## src/rtl/mux_sched_pkg.sv

```systemverilog
// Shared constants, FSM state encoding and one-hot helper for the 4-way mux scheduler.
package mux_sched_pkg;
    localparam int NREQ  = 4;
    localparam int SEL_W = 2;

    typedef enum logic [1:0] {
        IDLE  = 2'd0,
        GRANT = 2'd1,
        TURN  = 2'd2
    } state_e;

    function automatic logic [NREQ-1:0] onehot2(input logic [SEL_W-1:0] idx);
        onehot2      = '0;
        onehot2[idx] = 1'b1;
    endfunction
endpackage

```

## src/rtl/rr_pick4.sv

```systemverilog
// Combinational rotating-priority picker: first set req bit at or after ptr, wrapping 3->0.
module rr_pick4
    import mux_sched_pkg::*;
(
    input  logic [NREQ-1:0]  req,
    input  logic [SEL_W-1:0] ptr,
    output logic             valid,
    output logic [SEL_W-1:0] idx
);
    logic [2*NREQ-1:0] dbl;
    logic [NREQ-1:0]   rot;
    logic [SEL_W-1:0]  enc;

    // Rotate so ptr lands at bit 0, pick the lowest set bit, then rotate the index back.
    always_comb begin
        dbl   = {req, req} >> ptr;
        rot   = dbl[NREQ-1:0];
        valid = |rot;
        enc   = '0;
        for (int i = NREQ - 1; i >= 0; i--) begin
            if (rot[i]) enc = SEL_W'(i);
        end
        idx = enc + ptr;
    end
endmodule

```

## src/rtl/mux4_rr_scheduler.sv

```systemverilog
// Round-robin owner scheduler for the 8-bit 4:1 output mux, with one turnaround cycle between owners.
// Optional forced revoke after MAX_HOLD grant cycles is enabled by defining SCHED_TIMEOUT_EN.
module mux4_rr_scheduler
    import mux_sched_pkg::*;
#(
    parameter int MAX_HOLD = 16
) (
    input  logic             clk,
    input  logic             rst_n,
    input  logic [NREQ-1:0]  req,
    output logic [NREQ-1:0]  gnt,
    output logic [SEL_W-1:0] mux_s,
    output logic             mux_en,
    output logic             busy,
    output logic             timeout
);
    if (MAX_HOLD < 1) begin : g_bad_max_hold
        $error("MAX_HOLD must be >= 1");
    end

    state_e            state_q, state_d;
    logic [NREQ-1:0]   gnt_q, gnt_d;
    logic [SEL_W-1:0]  mux_s_q, mux_s_d;
    logic [SEL_W-1:0]  rr_ptr_q, rr_ptr_d;
    logic              mux_en_q, mux_en_d;
    logic              busy_q, busy_d;
    logic              timeout_q, timeout_d;
    logic              pick_valid;
    logic [SEL_W-1:0]  pick_idx;
    logic              force_revoke;

    rr_pick4 u_pick (
        .req   (req),
        .ptr   (rr_ptr_q),
        .valid (pick_valid),
        .idx   (pick_idx)
    );

`ifdef SCHED_TIMEOUT_EN
    localparam int HOLD_W = $clog2(MAX_HOLD + 1);
    logic [HOLD_W-1:0] hold_cnt_q, hold_cnt_d;

    assign force_revoke = (state_q == GRANT) && req[mux_s_q] &&
                          (hold_cnt_q == HOLD_W'(MAX_HOLD));

    always_comb begin
        hold_cnt_d = '0;
        if (state_d == GRANT) begin
            if (state_q != GRANT)
                hold_cnt_d = HOLD_W'(1);
            else if (hold_cnt_q != HOLD_W'(MAX_HOLD))
                hold_cnt_d = hold_cnt_q + HOLD_W'(1);
            else
                hold_cnt_d = hold_cnt_q;
        end
    end

    always_ff @(posedge clk or negedge rst_n) begin
        if (!rst_n) hold_cnt_q <= '0;
        else        hold_cnt_q <= hold_cnt_d;
    end
`else
    assign force_revoke = 1'b0;
`endif

    always_ff @(posedge clk or negedge rst_n) begin
        if (!rst_n) state_q <= IDLE;
        else        state_q <= state_d;
    end

    // IDLE and TURN arbitrate identically; an owner is never pre-empted by other requesters.
    always_comb begin
        state_d = state_q;
        case (state_q)
            IDLE, TURN: state_d = pick_valid ? GRANT : IDLE;
            GRANT:      if (!req[mux_s_q] || force_revoke) state_d = TURN;
            default:    state_d = IDLE;
        endcase
    end

    always_comb begin
        gnt_d     = gnt_q;
        mux_s_d   = mux_s_q;
        rr_ptr_d  = rr_ptr_q;
        timeout_d = 1'b0;
        mux_en_d  = (state_d == GRANT);
        busy_d    = (state_d != IDLE);
        if (state_q != GRANT && state_d == GRANT) begin
            gnt_d   = onehot2(pick_idx);
            mux_s_d = pick_idx;
        end
        // mux_s keeps the last owner through TURN so y does not glitch during handover.
        if (state_q == GRANT && state_d == TURN) begin
            gnt_d     = '0;
            rr_ptr_d  = mux_s_q + SEL_W'(1);
            timeout_d = force_revoke;
        end
    end

    always_ff @(posedge clk or negedge rst_n) begin
        if (!rst_n) begin
            gnt_q     <= '0;
            mux_s_q   <= '0;
            rr_ptr_q  <= '0;
            mux_en_q  <= 1'b0;
            busy_q    <= 1'b0;
            timeout_q <= 1'b0;
        end else begin
            gnt_q     <= gnt_d;
            mux_s_q   <= mux_s_d;
            rr_ptr_q  <= rr_ptr_d;
            mux_en_q  <= mux_en_d;
            busy_q    <= busy_d;
            timeout_q <= timeout_d;
        end
    end

    assign gnt     = gnt_q;
    assign mux_s   = mux_s_q;
    assign mux_en  = mux_en_q;
    assign busy    = busy_q;
    assign timeout = timeout_q;
endmodule

```

## config.mk

```make
export PLATFORM = sky130hd
export DESIGN_NAME = mux4_rr_scheduler
export DESIGN_NICKNAME = d
export VERILOG_FILES = /design/src/rtl/mux_sched_pkg.sv /design/src/rtl/rr_pick4.sv /design/src/rtl/mux4_rr_scheduler.sv
export SDC_FILE = /design/constraint.sdc
export NUM_CORES = 1
export LEC_CHECK = 0
export BUFFER_PORTS_ARGS = -buffer_cell sky130_fd_sc_hd__buf_2
export CAP_MARGIN = 20
export CELL_PAD_IN_SITES_DETAIL_PLACEMENT = 1
export CELL_PAD_IN_SITES_GLOBAL_PLACEMENT = 1
export CORE_UTILIZATION = 43
export DETAILED_ROUTE_END_ITERATION = 8
export PLACE_DENSITY = 0.89
export REMOVE_ABC_BUFFERS = 1
export SYNTH_ARGS = -nofsm -noshare
export SYNTH_HDL_FRONTEND = slang
export SYNTH_SLANG_ARGS = --single-unit
```

## constraint.sdc

```tcl
create_clock -name clk -period 5.62 [get_ports clk]
set_input_delay 1.124 -clock clk [delete_from_list [all_inputs] [get_ports clk]]
set_output_delay 1.124 -clock clk [all_outputs]
set_load 0.02 [all_outputs]
```

==> results.yml, run 1 <==
outcome:
  status: "finished clean"
timing:
  fin_ws_ns: 2.91
  whs_ns: 0.550
  period_needed_ns: 2.71
  slew_violations: 0
  post-route-period-util_pct: 48.2
  setup-tns-final_ns: 0
  max_freq_mhz: 369
  clock_skew_ns: 0.00848
  hold_viol: 0
  rsz0062_at_grt: "false"
  setup_viol: 0
hold_path:
  hold_depth: 2
  worstHoldPathType: "reg -> reg"
  worstHoldStart: "gnt[1]$_DFFE_PN0P_"
  holdPathEnd: "gnt[1]$_DFFE_PN0P_"
power_and_ir_drop:
  power_density_nw_per_um2: 625
  p_leak_nw: 0.387
  power_frac_seq_pct: 32.5
  ir_drop_uv: 311
  swShare_pct: 47.1
  p_comb_share_pct: 53.9
  clockPowerShare_pct: 13.6
  internal_power_mw: 0.272
  p_sw_mw: 0.241
yosys:
  netlist_top_cells_count: "dfrtp_1 (12), nand2_1 (8), nor2_1 (5)"
  ys.flop_type: "dfrtp_1"
  synthArstFlopShare_pct: 100
  synth.yosys.seq_area_share_pct: 41.0
  synth-warning-count: 0
  synth.distinct_cells: 31
  yosysTopAreaCellShare_pct: 41.0
  yosys_register_bits: 12
  synth_edf_count: 0
  synthTopCellsByArea: "dfrtp_1 (41%), o32ai_1 (4.8%), buf_4 (4.1%)"
  yosysTopAreaCell: "dfrtp_1"
  synth.most_common_cell: "dfrtp_1"
  synthesis.area_sq_um: 733
  syn_area_per_cell_sq_um: 10.0
  synth_cells: 73
global_routing:
  grt_pass1_wl_um: 2770
  globalRouteOverflowTotal: 0
  grt_start_max_net_pins: 16
  grt_use_total_pct: 20.4
  antenna_found_initial: 0
  grt_pass1_vias: 611
setup_path:
  reg2reg_from: "rr_ptr_q[1]$_DFFE_PN0P_"
  endpoint_kind: "flip-flop"
  required_ns: 5.80
  arrival_ns: 2.89
  path_class: "in -> reg"
  cp_max_fo: 7
  r2r-end: "gnt[3]$_DFFE_PN0P_"
  rr_worst_depth: 9
  regToRegSetupSlack_ns: 3.41
  worstSetupStartpointType: "primary input"
placement:
  io_buffers: 13
  pre_cts_ws_ns: 2.64
  postPlaceCellArea_sq_um: 777
  gp_routability_congestion: 0.793
  post-dp-hpwl_um: 1230
drt:
  viasPerCell: 5.72
  wl_per_cell_um: 16.4
  vias: 583
  drt-initial-drc-count: 4
  ant_nets: 0
  wirelength_um: 1670
  drc: 0
  dr.pass1.iters: 2
cells_and_area:
  multiInputGateArea_sq_um: 373
  area_delta_synth_final_pct: 11.9
  fin_util_pct: 53.2
  final-seq-area_sq_um: 300
  design_area_sq_um: 821
  antenna_cells: 0
  fill_cells: 189
  num-nets-final: 94
  drive_gt1_share_pct: 31.4
floorplan:
  initial_core_util_pct: 47.6
  fp.dieW_um: 43.3
  dieArea_sq_um: 1870
  core_sq_um: 1540
  die_h_um: 43.3
  ios: 15
  rows: 14
flow_run:
  maxCapViolations: 0
clocking:
  clockBufferDepth: 2
  cts.sinks: 12
  postCtsSetupRepairBufs: 0
  clk_pin_slew_ns: 0.08
  cts-hold-fix-buffers: 0
  cts_buffers: 3
  clk_latency_ns: 0.28
  tritoncts: "yes"
  htreeDepth: 1
  root_buffer: "clkbuf_4"
  cts.repair.resized: 0
==> cell usage in the layout (no fill, tap or decap), drive strengths merged, types with 4 or more instances in the layout <==
| master | count |
|---|---|
| nand2 | 8 |
| o32ai | 4 |
| clkbuf | 4 |
| nor2 | 5 |
| inv | 5 |
| dfrtp | 12 |
| o21ai | 7 |
| buf | 14 |
==> worst max-delay path: stages <==
cell	delay, ns
buf_2	0.17
or2b_1	0.26
a2bb2oi_1	0.17
nor2_1	0.07
a21oi_1	0.12
a21oi_1	0.08
ha_1	0.21
xor2_1	0.27
xnor2_1	0.15
o32ai_1	0.27
==> cells by family (layout without fill, tap and decap cells) <==
| group | after synthesis | count (layout) | synth area share (%) |
|---|---|---|---|
| flops | 12 | 12 | 41.0 |
| other cells | 1 | 1 | 0.511 |
| mux | 4 | 4 | 6.48 |
| fa+ha+maj | 1 | 1 | 1.71 |
| buf+inv | 10 | 23 | 8.19 |
| compound gates | 20 | 20 | 22.4 |
| simple gates | 21 | 21 | 15.0 |
| xor+xnor | 4 | 4 | 4.78 |
==> per-stage QoR <==
step,total power [mW],cells
after detailed placement,0.434,97
final,0.513,102
after CTS,0.508,101
after global placement,0.414,97
after floorplan,0.353,68
after global routing,0.550,102
==> power groups by stage <==
| stage | registers (mW) | logic [mW] | clock network (mW) |
|---|---|---|---|
| after floorplan | 0.187 | 0.166 | 0 |
| after global placement | 0.164 | 0.250 | 0 |
| after CTS | 0.167 | 0.272 | 0.0696 |
| final | 0.167 | 0.277 | 0.0697 |
| after detailed placement | 0.168 | 0.265 | 0 |
| after global routing | 0.173 | 0.304 | 0.0733 |
==> layer usage <==
metal,track usage (%),wire length (um),vias up
li1,-,-,283
met1,25.5,756,285
met2,35.5,841,11
met3,2.55,54,4
met4,7.27,20,0
met5,0,0,-
==> cell type report <==
| class | count | share of cell area [%] |
|---|---|---|
| clock buffer | 4 | 4.42 |
| inverter | 5 | 2.29 |
| multi-input combinational | 51 | 45.4 |
| sequential | 12 | 36.6 |
| tap | 16 | 2.44 |
| timing repair buffer | 14 | 8.84 |
==> state kept, by name, indices dropped and copies added, names as in the netlist <==
register  cells
gnt           4
mux_s         2
busy          1
rr_ptr_q      2
state_q       2
mux_en        1
==> worst max path at each step <==
stage | startpoint | end | slack [ns] | cells after the start
after floorplan | req[1] | gnt[0]$_DFFE_PN0P_ | 3.07 | 9
after global placement | req[1] | gnt[1]$_DFFE_PN0P_ | 2.76 | 10
after detailed placement | req[1] | gnt[3]$_DFFE_PN0P_ | 2.64 | 10
after CTS | req[1] | gnt[3]$_DFFE_PN0P_ | 2.88 | 10
after global routing | req[1] | gnt[3]$_DFFE_PN0P_ | 2.73 | 10
final | req[1] | gnt[3]$_DFFE_PN0P_ | 2.91 | 10
Power figures use the tool's default switching activity.
==> inputs of run 2 (changes only) <==
--- a/config.mk
+++ b/config.mk
@@ -9,9 +9,9 @@
 export CAP_MARGIN = 20
 export CELL_PAD_IN_SITES_DETAIL_PLACEMENT = 1
 export CELL_PAD_IN_SITES_GLOBAL_PLACEMENT = 1
-export CORE_UTILIZATION = 43
+export CORE_UTILIZATION = 36
 export DETAILED_ROUTE_END_ITERATION = 8
-export PLACE_DENSITY = 0.89
+export PLACE_DENSITY = 0.8
 export REMOVE_ABC_BUFFERS = 1
 export SYNTH_ARGS = -nofsm -noshare
 export SYNTH_HDL_FRONTEND = slang
==> constraint.sdc (replaced) <==
create_clock -name clk -period 2.3 [get_ports clk]
set_input_delay 0.46 -clock clk [delete_from_list [all_inputs] [get_ports clk]]
set_output_delay 0.46 -clock clk [all_outputs]
set_load 0.02 [all_outputs]
==> run 2 against run 1 <==
Net effect:
- power up 140%
- worst setup slack worse by 2.6 ns
- hold slack worse by 0.50 ns
- sequential power up 130%
- critical path depth down 1
- die area up 19%
- register-to-register slack worse by 3.1 ns
- count of clock-buffer cells in the layout unchanged
- critical path type is now reg -> reg
- critical endpoint is now gnt[2]$_DFFE_PN0P_
- largest power group unchanged
- highest routed layer unchanged
==> results.yml, run 2 (synthesis gave the netlist of run 1 again) <==
outcome:
  status: "finished clean"
setup_path:
  endpoint_kind: "flip-flop"
  r2r-end: "gnt[2]$_DFFE_PN0P_"
  reg2reg_from: "rr_ptr_q[1]$_DFFE_PN0P_"
  path_class: "reg -> reg"
  required_ns: 2.47
  rr_worst_depth: 9
  worstSetupStartpointType: "flip-flop"
  arrival_ns: 2.18
  crit_path_start: "rr_ptr_q[1]$_DFFE_PN0P_"
  regToRegSetupSlack_ns: 0.28
  cp_max_fo: 4
power_and_ir_drop:
  power_density_nw_per_um2: 1470
  swShare_pct: 45.1
  ir_drop_uv: 650
  power_frac_seq_pct: 31.4
  clockPowerShare_pct: 13.0
  p_sw_mw: 0.562
  internal_power_mw: 0.684
  fin_total_pwr_mw: 1.25
  p_comb_share_pct: 55.6
  p_leak_nw: 0.397
placement:
  io_buffers: 13
  post-dp-hpwl_um: 1290
  gp_routability_congestion: 0.749
  place_inst: 109
timing:
  rsz0062_at_grt: "false"
  max_freq_mhz: 496
  setup_viol: 0
  post-route-period-util_pct: 87.6
  clock_skew_ns: 0.00528
  setup-tns-final_ns: 0
  hold_viol: 0
  period_needed_ns: 2.02
  slew_violations: 0
clocking:
  root_buffer: "clkbuf_4"
  htreeDepth: 1
  cts.repair.resized: 0
  clk_latency_ns: 0.26
  tritoncts: "yes"
  cts.sinks: 12
  cts_buffers: 3
  clk_pin_slew_ns: 0.08
  postCtsSetupRepairBufs: 0
  clockBufferDepth: 2
  cts-hold-fix-buffers: 0
cells_and_area:
  antenna_cells: 0
  largest_reg_flops: 4
  final_cell_mix: "buf_2 (13), dfrtp_1 (12), nand2_1 (8), nor2_1 (5)"
  final_cell_count_no_fill: 113
  num-nets-final: 96
  final_common_cell: "buf_2"
  drive_gt1_share_pct: 33.0
  area_delta_synth_final_pct: 15.5
drt:
  ant_nets: 0
  drt-initial-drc-count: 3
  dr.pass1.iters: 3
  wirelength_um: 1600
  vias: 575
  drc: 0
  wl_per_cell_um: 14.2
  viasPerCell: 5.09
global_routing:
  grt_start_max_net_pins: 16
  antenna_found_initial: 0
  grt_pass1_vias: 591
  grt_use_total_pct: 16.3
  globalRouteOverflowTotal: 0
  grt_pass1_wl_um: 2460
floorplan:
  rows: 15
  ios: 15
  die_h_um: 47.1
  dieArea_sq_um: 2220
  core_sq_um: 1820
  fp.dieW_um: 47.1
  initial_core_util_pct: 40.3
hold_path:
  worstHoldPathType: "in -> async"
flow_run:
  maxCapViolations: 0
run 2: per-layer routing:
metal	part of all wire [%]	routed length (um)	track usage [%]	vias up
li1	-	-	-	283
met2	55	878	30.3	9
met4	0.87	14	8.57	0
met5	0	0	0	-
met1	42	666	18.4	281
met3	2.6	42	1.15	2
run 2: worst max-delay path by stage:
stage | to | cells after the start | slack [ns]
2_1_floorplan | gnt[0]$_DFFE_PN0P_ | 9 | 0.41
3_3_place_gp | gnt[2]$_DFFE_PN0P_ | 10 | 0.12
3_5_place_dp | gnt[2]$_DFFE_PN0P_ | 10 | 0.02
4_1_cts | gnt[2]$_DFFE_PN0P_ | 9 | 0.25
5_1_grt | gnt[1]$_DFFE_PN0P_ | 9 | 0.12
6_report | gnt[2]$_DFFE_PN0P_ | 9 | 0.28
run 2: area by class of cell:
| cell class | count | area, sq um |
|---|---|---|
| multi-input cells | 51 | 373 |
| well taps | 25 | 31.3 |
| inverters | 5 | 18.8 |
| clock buffers | 4 | 36.3 |
| flip-flops and latches | 12 | 300 |
| fillers | 227 | 973 |
| repair buffers | 16 | 87.6 |
run 2: metrics by stage:
step           util, %  cell area (sq um)  hold WS [ns]  setup WS (ns)
6_report          46.5                847        0.0526          0.284
5_1_grt           46.5                847        0.0642          0.116
4_1_cts           46.5                847        0.0515          0.253
3_5_place_dp      44.5                811         0.350         0.0219
3_3_place_gp      44.5                811         0.348          0.120
2_1_floorplan        -                692         0.164          0.414
run 2: power by group through the flow:
stage / Clock (mW) / Sequential (mW) / Combinational (mW)
after floorplan: 0 / 0.458 / 0.404
after global placement: 0 / 0.389 / 0.670
after detailed placement: 0 / 0.396 / 0.704
after CTS: 0.170 / 0.393 / 0.707
after global routing: 0.177 / 0.405 / 0.761
final: 0.162 / 0.391 / 0.693
run 2: worst max-delay path, cell delays in order (launching register included):
cell       delay, ns
dfrtp_1         0.41
or2b_1          0.25
a2bb2oi_1       0.16
nor2_1          0.05
a21oi_1         0.11
a21oi_1         0.08
ha_1            0.20
xor2_1          0.24
xnor2_1         0.15
o32ai_1         0.26
==> inputs of run 3 (changes only) <==
--- a/config.mk
+++ b/config.mk
@@ -9,6 +9,7 @@
 export CAP_MARGIN = 20
 export CELL_PAD_IN_SITES_DETAIL_PLACEMENT = 1
 export CELL_PAD_IN_SITES_GLOBAL_PLACEMENT = 1
+export CORE_ASPECT_RATIO = 1.2
 export CORE_UTILIZATION = 36
 export DETAILED_ROUTE_END_ITERATION = 8
 export PLACE_DENSITY = 0.8
==> run 3 against run 2 <==
Net effect:
- sequential power grew 3%
- register-to-register slack lost 0.10 ns
- count of clock-buffer cells in the layout is the same
- first-iteration DRC count grew 67%
- maximum frequency shrank 4.8%
- critical endpoint unchanged
- largest cell class unchanged
==> results.yml, run 3 (synthesis gave the netlist of run 1 again) <==
cells_and_area:
  num-nets-final: 95
  drive_gt1_share_pct: 32.2
  final_cell_mix: "buf_2 (13), dfrtp_1 (12), nand2_1 (8), nor2_1 (5)"
  antenna_cells: 0
  design_area_sq_um: 832
  area_delta_synth_final_pct: 13.5
  final_common_cell: "buf_2"
  largest_reg_flops: 4
power_and_ir_drop:
  p_leak_nw: 0.392
  ir_drop_uv: 641
  p_comb_share_pct: 53.7
  internal_power_mw: 0.672
  swShare_pct: 45.7
  fin_total_pwr_mw: 1.24
  clockPowerShare_pct: 13.6
  p_sw_mw: 0.566
  power_frac_seq_pct: 32.6
  power_density_nw_per_um2: 1490
clocking:
  cts_buffers: 3
  clk_pin_slew_ns: 0.08
  cts.repair.resized: 0
  clk_latency_ns: 0.28
  tritoncts: "yes"
  postCtsSetupRepairBufs: 0
  root_buffer: "clkbuf_4"
  cts-hold-fix-buffers: 0
  clockBufferDepth: 2
  htreeDepth: 1
  cts.sinks: 12
floorplan:
  rows: 17
  core_sq_um: 1870
  fp.dieW_um: 43.2
  dieArea_sq_um: 2220
  initial_core_util_pct: 39.2
  die_h_um: 51.4
  ios: 15
timing:
  slew_violations: 0
  whs_ns: 0.0473
  max_freq_mhz: 472
  rsz0062_at_grt: "false"
  period_needed_ns: 2.12
  fin_ws_ns: 0.182
  post-route-period-util_pct: 92.1
  clock_skew_ns: 0.00661
  setup_viol: 0
  hold_viol: 0
  setup-tns-final_ns: 0
drt:
  viasPerCell: 5.50
  drc: 0
  drt-initial-drc-count: 5
  wirelength_um: 1570
  dr.pass1.iters: 4
  wl_per_cell_um: 14.8
  ant_nets: 0
  vias: 583
setup_path:
  required_ns: 2.48
  endpoint_kind: "flip-flop"
  max_stage_delay_ns: 0.48
  cp_slowest_cell: "dfrtp_1"
  cp_max_fo: 8
  reg2reg_from: "rr_ptr_q[1]$_DFFE_PN0P_"
  path_class: "reg -> reg"
  cp_common_cell: "a21oi_1"
  r2r-end: "gnt[2]$_DFFE_PN0P_"
  rr_worst_depth: 9
  worstSetupStartpointType: "flip-flop"
  arrival_ns: 2.30
  regToRegSetupSlack_ns: 0.18
  path_cells: "or2b_1 -> a2bb2oi_1 -> nor2_1 -> a21oi_1 -> a21oi_1 -> ha_1 -> xor2_1 -> xnor2_1 -> o32ai_1"
placement:
  pre_cts_ws_ns: 0.0475
  postPlaceCellArea_sq_um: 796
  gp_routability_congestion: 0.798
  post-dp-hpwl_um: 1200
  io_buffers: 13
hold_path:
  worstHoldPathType: "in -> async"
global_routing:
  globalRouteOverflowTotal: 0
  grt_pass1_wl_um: 2730
  antenna_found_initial: 0
  grt_pass1_vias: 583
  grt_use_total_pct: 17.1
  grt_start_max_net_pins: 16
outcome:
  status: "finished clean"
flow_run:
  maxCapViolations: 0
[run 3: changes by cell type in the layout (fill, tap and decap cells not counted)]
cell | previous run | this run
buf_4 | 3 | 2
[run 3: final cells by class]
type / instances / area (sq um)
Clock buffer: 4 / 36.3
Fill cell: 220 / 1040
Inverter: 5 / 18.8
Multi-Input combinational cell: 51 / 373
Sequential cell: 12 / 300
Tap cell: 19 / 23.8
Timing Repair Buffer: 15 / 80.1
[run 3: power by group through the flow]
stage	Sequential [mW]	Combinational, mW	Clock (mW)
2_1_floorplan	0.458	0.404	0
3_3_place_gp	0.403	0.639	0
3_5_place_dp	0.410	0.669	0
4_1_cts	0.407	0.674	0.174
5_1_grt	0.425	0.733	0.183
6_report	0.404	0.666	0.169
[run 3: metrics by stage]
step / util, % / std cells
finish: 44.5 / 106
global route: 44.5 / 106
CTS: 44.5 / 106
detailed placement: 42.5 / 102
global placement: 42.5 / 102
floorplan: - / 68
[run 3: routing by layer]
metal / vias to the layer above / wire (um) / global-route usage [%]
met3: 4 / 55 / 1.06
met4: 0 / 38 / 10.6
met1: 282 / 706 / 20.8
met2: 14 / 765 / 29.1
met5: - / 0 / 0
li1: 283 / - / -
[run 3: critical path, delay by kind of cell (launching register included)]
family / cells / cell delay, ns
compound gates: 4 / 0.60
xor+xnor: 2 / 0.40
simple gates: 2 / 0.32
flops: 1 / 0.48
fa+ha+maj: 1 / 0.21
[run 3: worst max path at each step]
stage,startpoint,to,slack (ns),depth (start not counted)
floorplan,rr_ptr_q[1]$_DFFE_PN0P_,gnt[0]$_DFFE_PN0P_,0.41,9
global placement,req[1],gnt[3]$_DFFE_PN0P_,0.1,10
detailed placement,req[1],gnt[3]$_DFFE_PN0P_,0.05,10
CTS,rr_ptr_q[1]$_DFFE_PN0P_,gnt[3]$_DFFE_PN0P_,0.17,9
global route,rr_ptr_q[1]$_DFFE_PN0P_,gnt[3]$_DFFE_PN0P_,0.03,9
finish,rr_ptr_q[1]$_DFFE_PN0P_,gnt[2]$_DFFE_PN0P_,0.18,9
